===== src/rtl/imem_refill_ctrl.sv =====
// I-cache miss handler: detects a fetch miss, issues one line read, and writes
// the returned beats into the data array before installing the tag.
module imem_refill_ctrl #(
  parameter int LINE_WORDS = 4,
  parameter int ADDR_W     = 32
) (
  input  logic              clk,
  input  logic              reset_n,
  input  logic              fetch_valid,
  input  logic [ADDR_W-1:0] fetch_addr,
  input  logic              tag_hit,
  input  logic              redirect,
  output logic              imem_miss,
  output logic              mem_req_valid,
  output logic [ADDR_W-1:0] mem_req_addr,
  input  logic              mem_req_ready,
  input  logic              mem_rsp_valid,
  input  logic [31:0]       mem_rsp_data,
  output logic              refill_we,
  output logic [ADDR_W-1:0] refill_addr,
  output logic [31:0]       refill_data,
  output logic              refill_tag_we,
  output logic              refill_done
);

  localparam int                BEAT_W    = (LINE_WORDS > 1) ? $clog2(LINE_WORDS) : 1;
  localparam logic [ADDR_W-1:0] OFFS_MASK = ADDR_W'(LINE_WORDS * 4 - 1);
  localparam logic [BEAT_W-1:0] LAST_BEAT = BEAT_W'(LINE_WORDS - 1);

  typedef enum logic [1:0] {IDLE, REQ, FILL, DONE} state_t;

  state_t              r_state;
  state_t              w_state_nxt;
  logic [BEAT_W-1:0]   r_beat;
  logic [BEAT_W-1:0]   w_beat_nxt;
  logic                r_squash;
  logic                w_squash_nxt;
  logic [ADDR_W-1:0]   r_line_addr;
  logic [ADDR_W-1:0]   w_line_addr_nxt;
  logic                w_miss_det;

  assign w_miss_det    = fetch_valid & ~tag_hit & ~redirect;
  assign mem_req_addr  = r_line_addr;
  assign refill_addr   = r_line_addr + ADDR_W'({r_beat, 2'b00});
  assign refill_data   = mem_rsp_data;

  always_ff @(posedge clk or negedge reset_n) begin
    if (!reset_n) begin
      r_state     <= IDLE;
      r_beat      <= '0;
      r_squash    <= 1'b0;
      r_line_addr <= '0;
    end else begin
      r_state     <= w_state_nxt;
      r_beat      <= w_beat_nxt;
      r_squash    <= w_squash_nxt;
      r_line_addr <= w_line_addr_nxt;
    end
  end

  always_comb begin
    w_state_nxt     = r_state;
    w_beat_nxt      = r_beat;
    w_squash_nxt    = r_squash;
    w_line_addr_nxt = r_line_addr;
    imem_miss       = 1'b1;
    mem_req_valid   = 1'b0;
    refill_we       = 1'b0;
    refill_tag_we   = 1'b0;
    refill_done     = 1'b0;
    case (r_state)
      IDLE: begin
        imem_miss = w_miss_det;
        if (w_miss_det) begin
          w_line_addr_nxt = fetch_addr & ~OFFS_MASK;
          w_squash_nxt    = 1'b0;
          w_state_nxt     = REQ;
        end
      end
      REQ: begin
        mem_req_valid = 1'b1;
        if (redirect) w_squash_nxt = 1'b1;
        if (mem_req_ready) begin
          w_beat_nxt  = '0;
          w_state_nxt = FILL;
        end
      end
      FILL: begin
        // A flush only cancels the retry pulse; the bus burst always drains.
        if (redirect) w_squash_nxt = 1'b1;
        if (mem_rsp_valid) begin
          refill_we  = 1'b1;
          w_beat_nxt = r_beat + BEAT_W'(1);
          if (r_beat == LAST_BEAT) begin
            refill_tag_we = 1'b1;
            w_beat_nxt    = '0;
            w_state_nxt   = DONE;
          end
        end
      end
      DONE: begin
        refill_done = ~r_squash & ~redirect;
        w_state_nxt = IDLE;
      end
      default: w_state_nxt = IDLE;
    endcase
  end

endmodule

===== config.mk =====
export PLATFORM = sky130hd
export DESIGN_NAME = imem_refill_ctrl
export DESIGN_NICKNAME = d
export VERILOG_FILES = /design/src/rtl/imem_refill_ctrl.sv
export SDC_FILE = /design/constraint.sdc
export NUM_CORES = 1
export LEC_CHECK = 0
export ABC_CLOCK_PERIOD_IN_PS = 2700
export CORE_UTILIZATION = 34
export DETAILED_ROUTE_END_ITERATION = 12
export PLACE_DENSITY = 0.95
export SETUP_SLACK_MARGIN = 0.4
export SYNTH_ARGS = -nofsm -noshare
export SYNTH_HDL_FRONTEND = slang
export SYNTH_SLANG_ARGS = --single-unit

===== constraint.sdc =====
create_clock -name clk -period 2.7 [get_ports clk]
set_clock_uncertainty 0.05 [all_clocks]
set_input_delay 0.405 -clock clk [delete_from_list [all_inputs] [get_ports clk]]
set_output_delay 0.405 -clock clk [all_outputs]
set_load 0.02 [all_outputs]

==> flow_results.xml <==
<?xml version="1.0" encoding="UTF-8"?>
<metrics>
  <group name="die">
    <metric name="die_area" unit="um2">6050</metric>
    <metric name="die-height" unit="um">77.8</metric>
    <metric name="start_util" unit="%">35.4</metric>
    <metric name="site_rows" unit="">27</metric>
    <metric name="die-width" unit="um">77.8</metric>
    <metric name="floorplan.io_pins" unit="">172</metric>
    <metric name="floorplan.core_area" unit="um2">5510</metric>
  </group>
  <group name="hold_path">
    <metric name="min_from" unit="">mem_req_addr[9]</metric>
    <metric name="timing.hold.worst.class" unit="">flop to flop</metric>
  </group>
  <group name="synth">
    <metric name="synth_seq_cells" unit="">33</metric>
    <metric name="synth-seq-area-share" unit="%">42.3</metric>
    <metric name="synthTopCellsByArea" unit="">sky130_fd_sc_hd__dfrtp_1 (42%), sky130_fd_sc_hd__buf_4 (26%), sky130_fd_sc_hd__mux2_1 (17%)</metric>
    <metric name="synthesis.instances" unit="">166</metric>
    <metric name="synth.largest_area_cell" unit="">sky130_fd_sc_hd__dfrtp_1</metric>
    <metric name="yosysTopAreaCellShare" unit="%">42.3</metric>
    <metric name="mappedNetlistArea" unit="um2">1950</metric>
    <metric name="count_of_distinct_cell_types_in_the_synthesized_netlist" unit="">22</metric>
    <metric name="synth_warnings" unit="">0</metric>
    <metric name="avg_cell_area_syn" unit="um2">11.8</metric>
  </group>
  <group name="power_and_ir_drop">
    <metric name="clock_power_share" unit="%">10.9</metric>
    <metric name="p_per_area" unit="nW/um2">1230</metric>
    <metric name="power.share.switching" unit="%">40.5</metric>
    <metric name="power.share.sequential" unit="%">28.3</metric>
    <metric name="power.ir.vdd_worst" unit="mV">0.461</metric>
    <metric name="power.switching" unit="mW">1.31</metric>
    <metric name="p_int" unit="mW">1.92</metric>
    <metric name="power.total" unit="mW">3.23</metric>
    <metric name="pwr-share-comb" unit="%">60.8</metric>
    <metric name="p_leak" unit="nW">1.15</metric>
  </group>
  <group name="grt">
    <metric name="met2_usage" unit="%">22.5</metric>
    <metric name="grt_util_met1" unit="%">11.9</metric>
    <metric name="track_usage" unit="%">12.4</metric>
    <metric name="grt_max_degree" unit="">34</metric>
    <metric name="via_count_of_the_first_global_routing_pass" unit="">1197</metric>
    <metric name="peak_usage_layer_in_the_global_routing_report" unit="">met2</metric>
    <metric name="first_pass_grt_wire_length" unit="mm">5.67</metric>
    <metric name="antenna_found_initial" unit="">0</metric>
    <metric name="grt_use_met3" unit="%">5.18</metric>
    <metric name="gr-total-overflow" unit="">0</metric>
  </group>
  <group name="final_layout">
    <metric name="design.final.nets" unit="">288</metric>
    <metric name="layout-area-overhead-vs-synth" unit="%">34.3</metric>
    <metric name="utilization" unit="%">47.6</metric>
    <metric name="final_layout_size_suffix_gt1_share" unit="%">7.14</metric>
    <metric name="post_layout_nonfiller_instances" unit="">282</metric>
    <metric name="antenna_cells_inserted" unit="">0</metric>
  </group>
  <group name="worst_setup_path">
    <metric name="worstPathRequired" unit="ns">2.25</metric>
    <metric name="crit_path_top_delay_cell" unit="">sky130_fd_sc_hd__clkdlybuf4s50_1</metric>
    <metric name="critical_path.endpoint_type" unit="">output pin</metric>
    <metric name="crit_path_start" unit="">redirect</metric>
    <metric name="cp_cell_sequence" unit="">clkdlybuf4s50_1, or3b_4, nand2_1, dlygate4sd2_1</metric>
    <metric name="worst-endpoint-arrival" unit="ns">1.75</metric>
    <metric name="timing.rr.start" unit="">r_state[0]</metric>
    <metric name="worstPathBufferInverterCount" unit="">2</metric>
    <metric name="max_stage_delay" unit="ns">0.45</metric>
    <metric name="criticalPathCategory" unit="">primary input to output pin</metric>
    <metric name="critical_path.startpoint_type" unit="">primary input</metric>
    <metric name="critPathMaxFanout" unit="">3</metric>
    <metric name="cpLargestDelayFamily" unit="">buffers and inverters</metric>
  </group>
  <group name="routing">
    <metric name="detailed_route_wl" unit="mm">3.64</metric>
    <metric name="vias" unit="">1228</metric>
    <metric name="first_iter_violations" unit="">9</metric>
    <metric name="drcViolationCount" unit="">0</metric>
    <metric name="wl_per_cell" unit="um">12.9</metric>
    <metric name="antenna_violating_nets_left" unit="">0</metric>
    <metric name="routed_via_density" unit="">4.35</metric>
    <metric name="1st_pass_router_iterations" unit="">2</metric>
  </group>
  <group name="cts">
    <metric name="cts.hold.buffers_added" unit="">0</metric>
    <metric name="cts-htree-levels" unit="">2</metric>
    <metric name="cts.sinks" unit="">33</metric>
    <metric name="insertion_delay" unit="ns">0.28</metric>
    <metric name="cts_made_buffers" unit="">5</metric>
    <metric name="clk_path_buf_depth" unit="">2</metric>
    <metric name="clock_tree.root_cell" unit="">sky130_fd_sc_hd__clkbuf_8</metric>
    <metric name="worst_setup_hold_path_clk_slew" unit="ns">0.07</metric>
    <metric name="cts_tree" unit="">built</metric>
  </group>
  <group name="placement">
    <metric name="dp_hpwl" unit="mm">2.88</metric>
    <metric name="place_congestion" unit="">0.827</metric>
    <metric name="numPortBuffers" unit="">97</metric>
    <metric name="dp_cells" unit="">274</metric>
  </group>
  <group name="timing">
    <metric name="grt_setup_unrepaired" unit="">no</metric>
    <metric name="hold_slack" unit="ns">0.461</metric>
    <metric name="final.setup.tns" unit="ns">0</metric>
    <metric name="final_report_hold_violation_count" unit="">0</metric>
    <metric name="setup_viol" unit="">0</metric>
    <metric name="finalMaxSlewViolations" unit="">0</metric>
    <metric name="final_worst_path_period_need" unit="ns">2.20</metric>
    <metric name="final.period_utilization" unit="%">81.6</metric>
    <metric name="fmax" unit="MHz">454</metric>
  </group>
  <group name="flow_run">
    <metric name="max_cap_viol_count" unit="">0</metric>
  </group>
  <group name="status">
    <metric name="outcome" unit="">finished clean</metric>
  </group>
</metrics>
==> through the flow <==
step | setup WS [ns] | cell area, um2
finish | 0.496 | 2620
CTS | 0.464 | 2620
detailed placement | 0.236 | 2540
global route | 0.455 | 2620
global placement | 0.264 | 2540
floorplan | 0.954 | 1970
==> worst reg2reg max path, cell delays in order (launching register included) <==
cell	delay, ns
sky130_fd_sc_hd__dfrtp_1	0.43
sky130_fd_sc_hd__inv_1	0.17
sky130_fd_sc_hd__ha_1	0.26
sky130_fd_sc_hd__inv_1	0.08
sky130_fd_sc_hd__nor2_2	0.12
sky130_fd_sc_hd__buf_4	0.26
sky130_fd_sc_hd__mux2_1	0.37
==> placed cells by master, fill, tap and decap left out, drive strengths merged <==
cell type,netlist,routed
dlymetal6s2s,0,1
o21ai,1,1
mux2,30,30
conb,1,6
dlygate4sd2,0,3
a21oi,1,1
inv,5,5
dfrtp,33,33
or3b,1,1
and3,1,1
nor2b,4,4
clkbuf,0,6
buf,69,3
mux2i,2,2
clkdlybuf4s50,0,93
nand2,2,2
ha,8,8
nor2,3,3
o31ai,1,1
and2,1,1
nor3b,1,1
clkinv,0,2
o22ai,1,1
a2111oi,1,1
==> registers in the layout, summed over array words and instances, names as in the netlist <==
register / count
r_beat: 2
r_state: 2
r_squash: 1
mem_req_addr: 28
==> cells by family after synthesis <==
family	share of synthesized area (%)
adder cells (fa/ha/maj)	5.13
AND/OR/NAND/NOR	3.85
AO/OA/AOI/OAI	2.63
other	0.192
multiplexers	18.3
flip-flops	42.3
buffers and inverters	27.6
==> synthesized netlist by cell type (all sizes together) <==
cell type	instances
and2	1
nor2	3
nor2b	4
o31ai	1
mux2	30
inv	5
mux2i	2
ha	8
or3b	1
conb	1
and3	1
o21ai	1
a2111oi	1
dfrtp	33
buf	69
nor3b	1
a21oi	1
nand2	2
o22ai	1
==> cell type report <==
cell class / count / area [um2]
clock buffers: 6 / 72.6
clock inverters: 2 / 10.0
fillers: 505 / 2890
inverters: 5 / 18.8
multi-input cells: 64 / 612
flip-flops and latches: 33 / 826
well taps: 72 / 90.1
repair buffers: 100 / 992
==> power by group through the flow <==
stage	clock, mW	combinational, mW	sequential (mW)
floorplan	0	1.06	1.17
global placement	0	1.95	0.909
detailed placement	0	1.98	0.929
CTS	0.365	1.99	0.920
global route	0.390	2.08	0.956
finish	0.352	1.96	0.915
==> metal layers <==
layer	up-vias	part of all wire, %
li1	552	-
met1	600	36
met2	71	53
met3	5	9.7
met4	0	1.9
met5	-	0
==> path summary, 6_finish.rpt <==
| path | to | slack (ns) | depth (start not counted) |
|---|---|---|---|
| setup / recovery | imem_miss | 0.50 | 4 |
| hold / removal | mem_req_addr[9] | 0.46 | 1 |
| setup reg to reg | mem_req_addr[15] | 0.84 | 6 |
| hold reg to reg | mem_req_addr[9] | 0.46 | 1 |
| max in group asynchronous | mem_req_addr[19] | 1.82 | 2 |
| min in group asynchronous | mem_req_addr[11] | 0.48 | 2 |
==> repair_timing <==
item                       in CTS  in global routing
buffers inserted                0                  0
gates resized for setup         4                  1
setup endpoints to repair       3                  1
No activity file was read; power rests on OpenSTA's default activity.
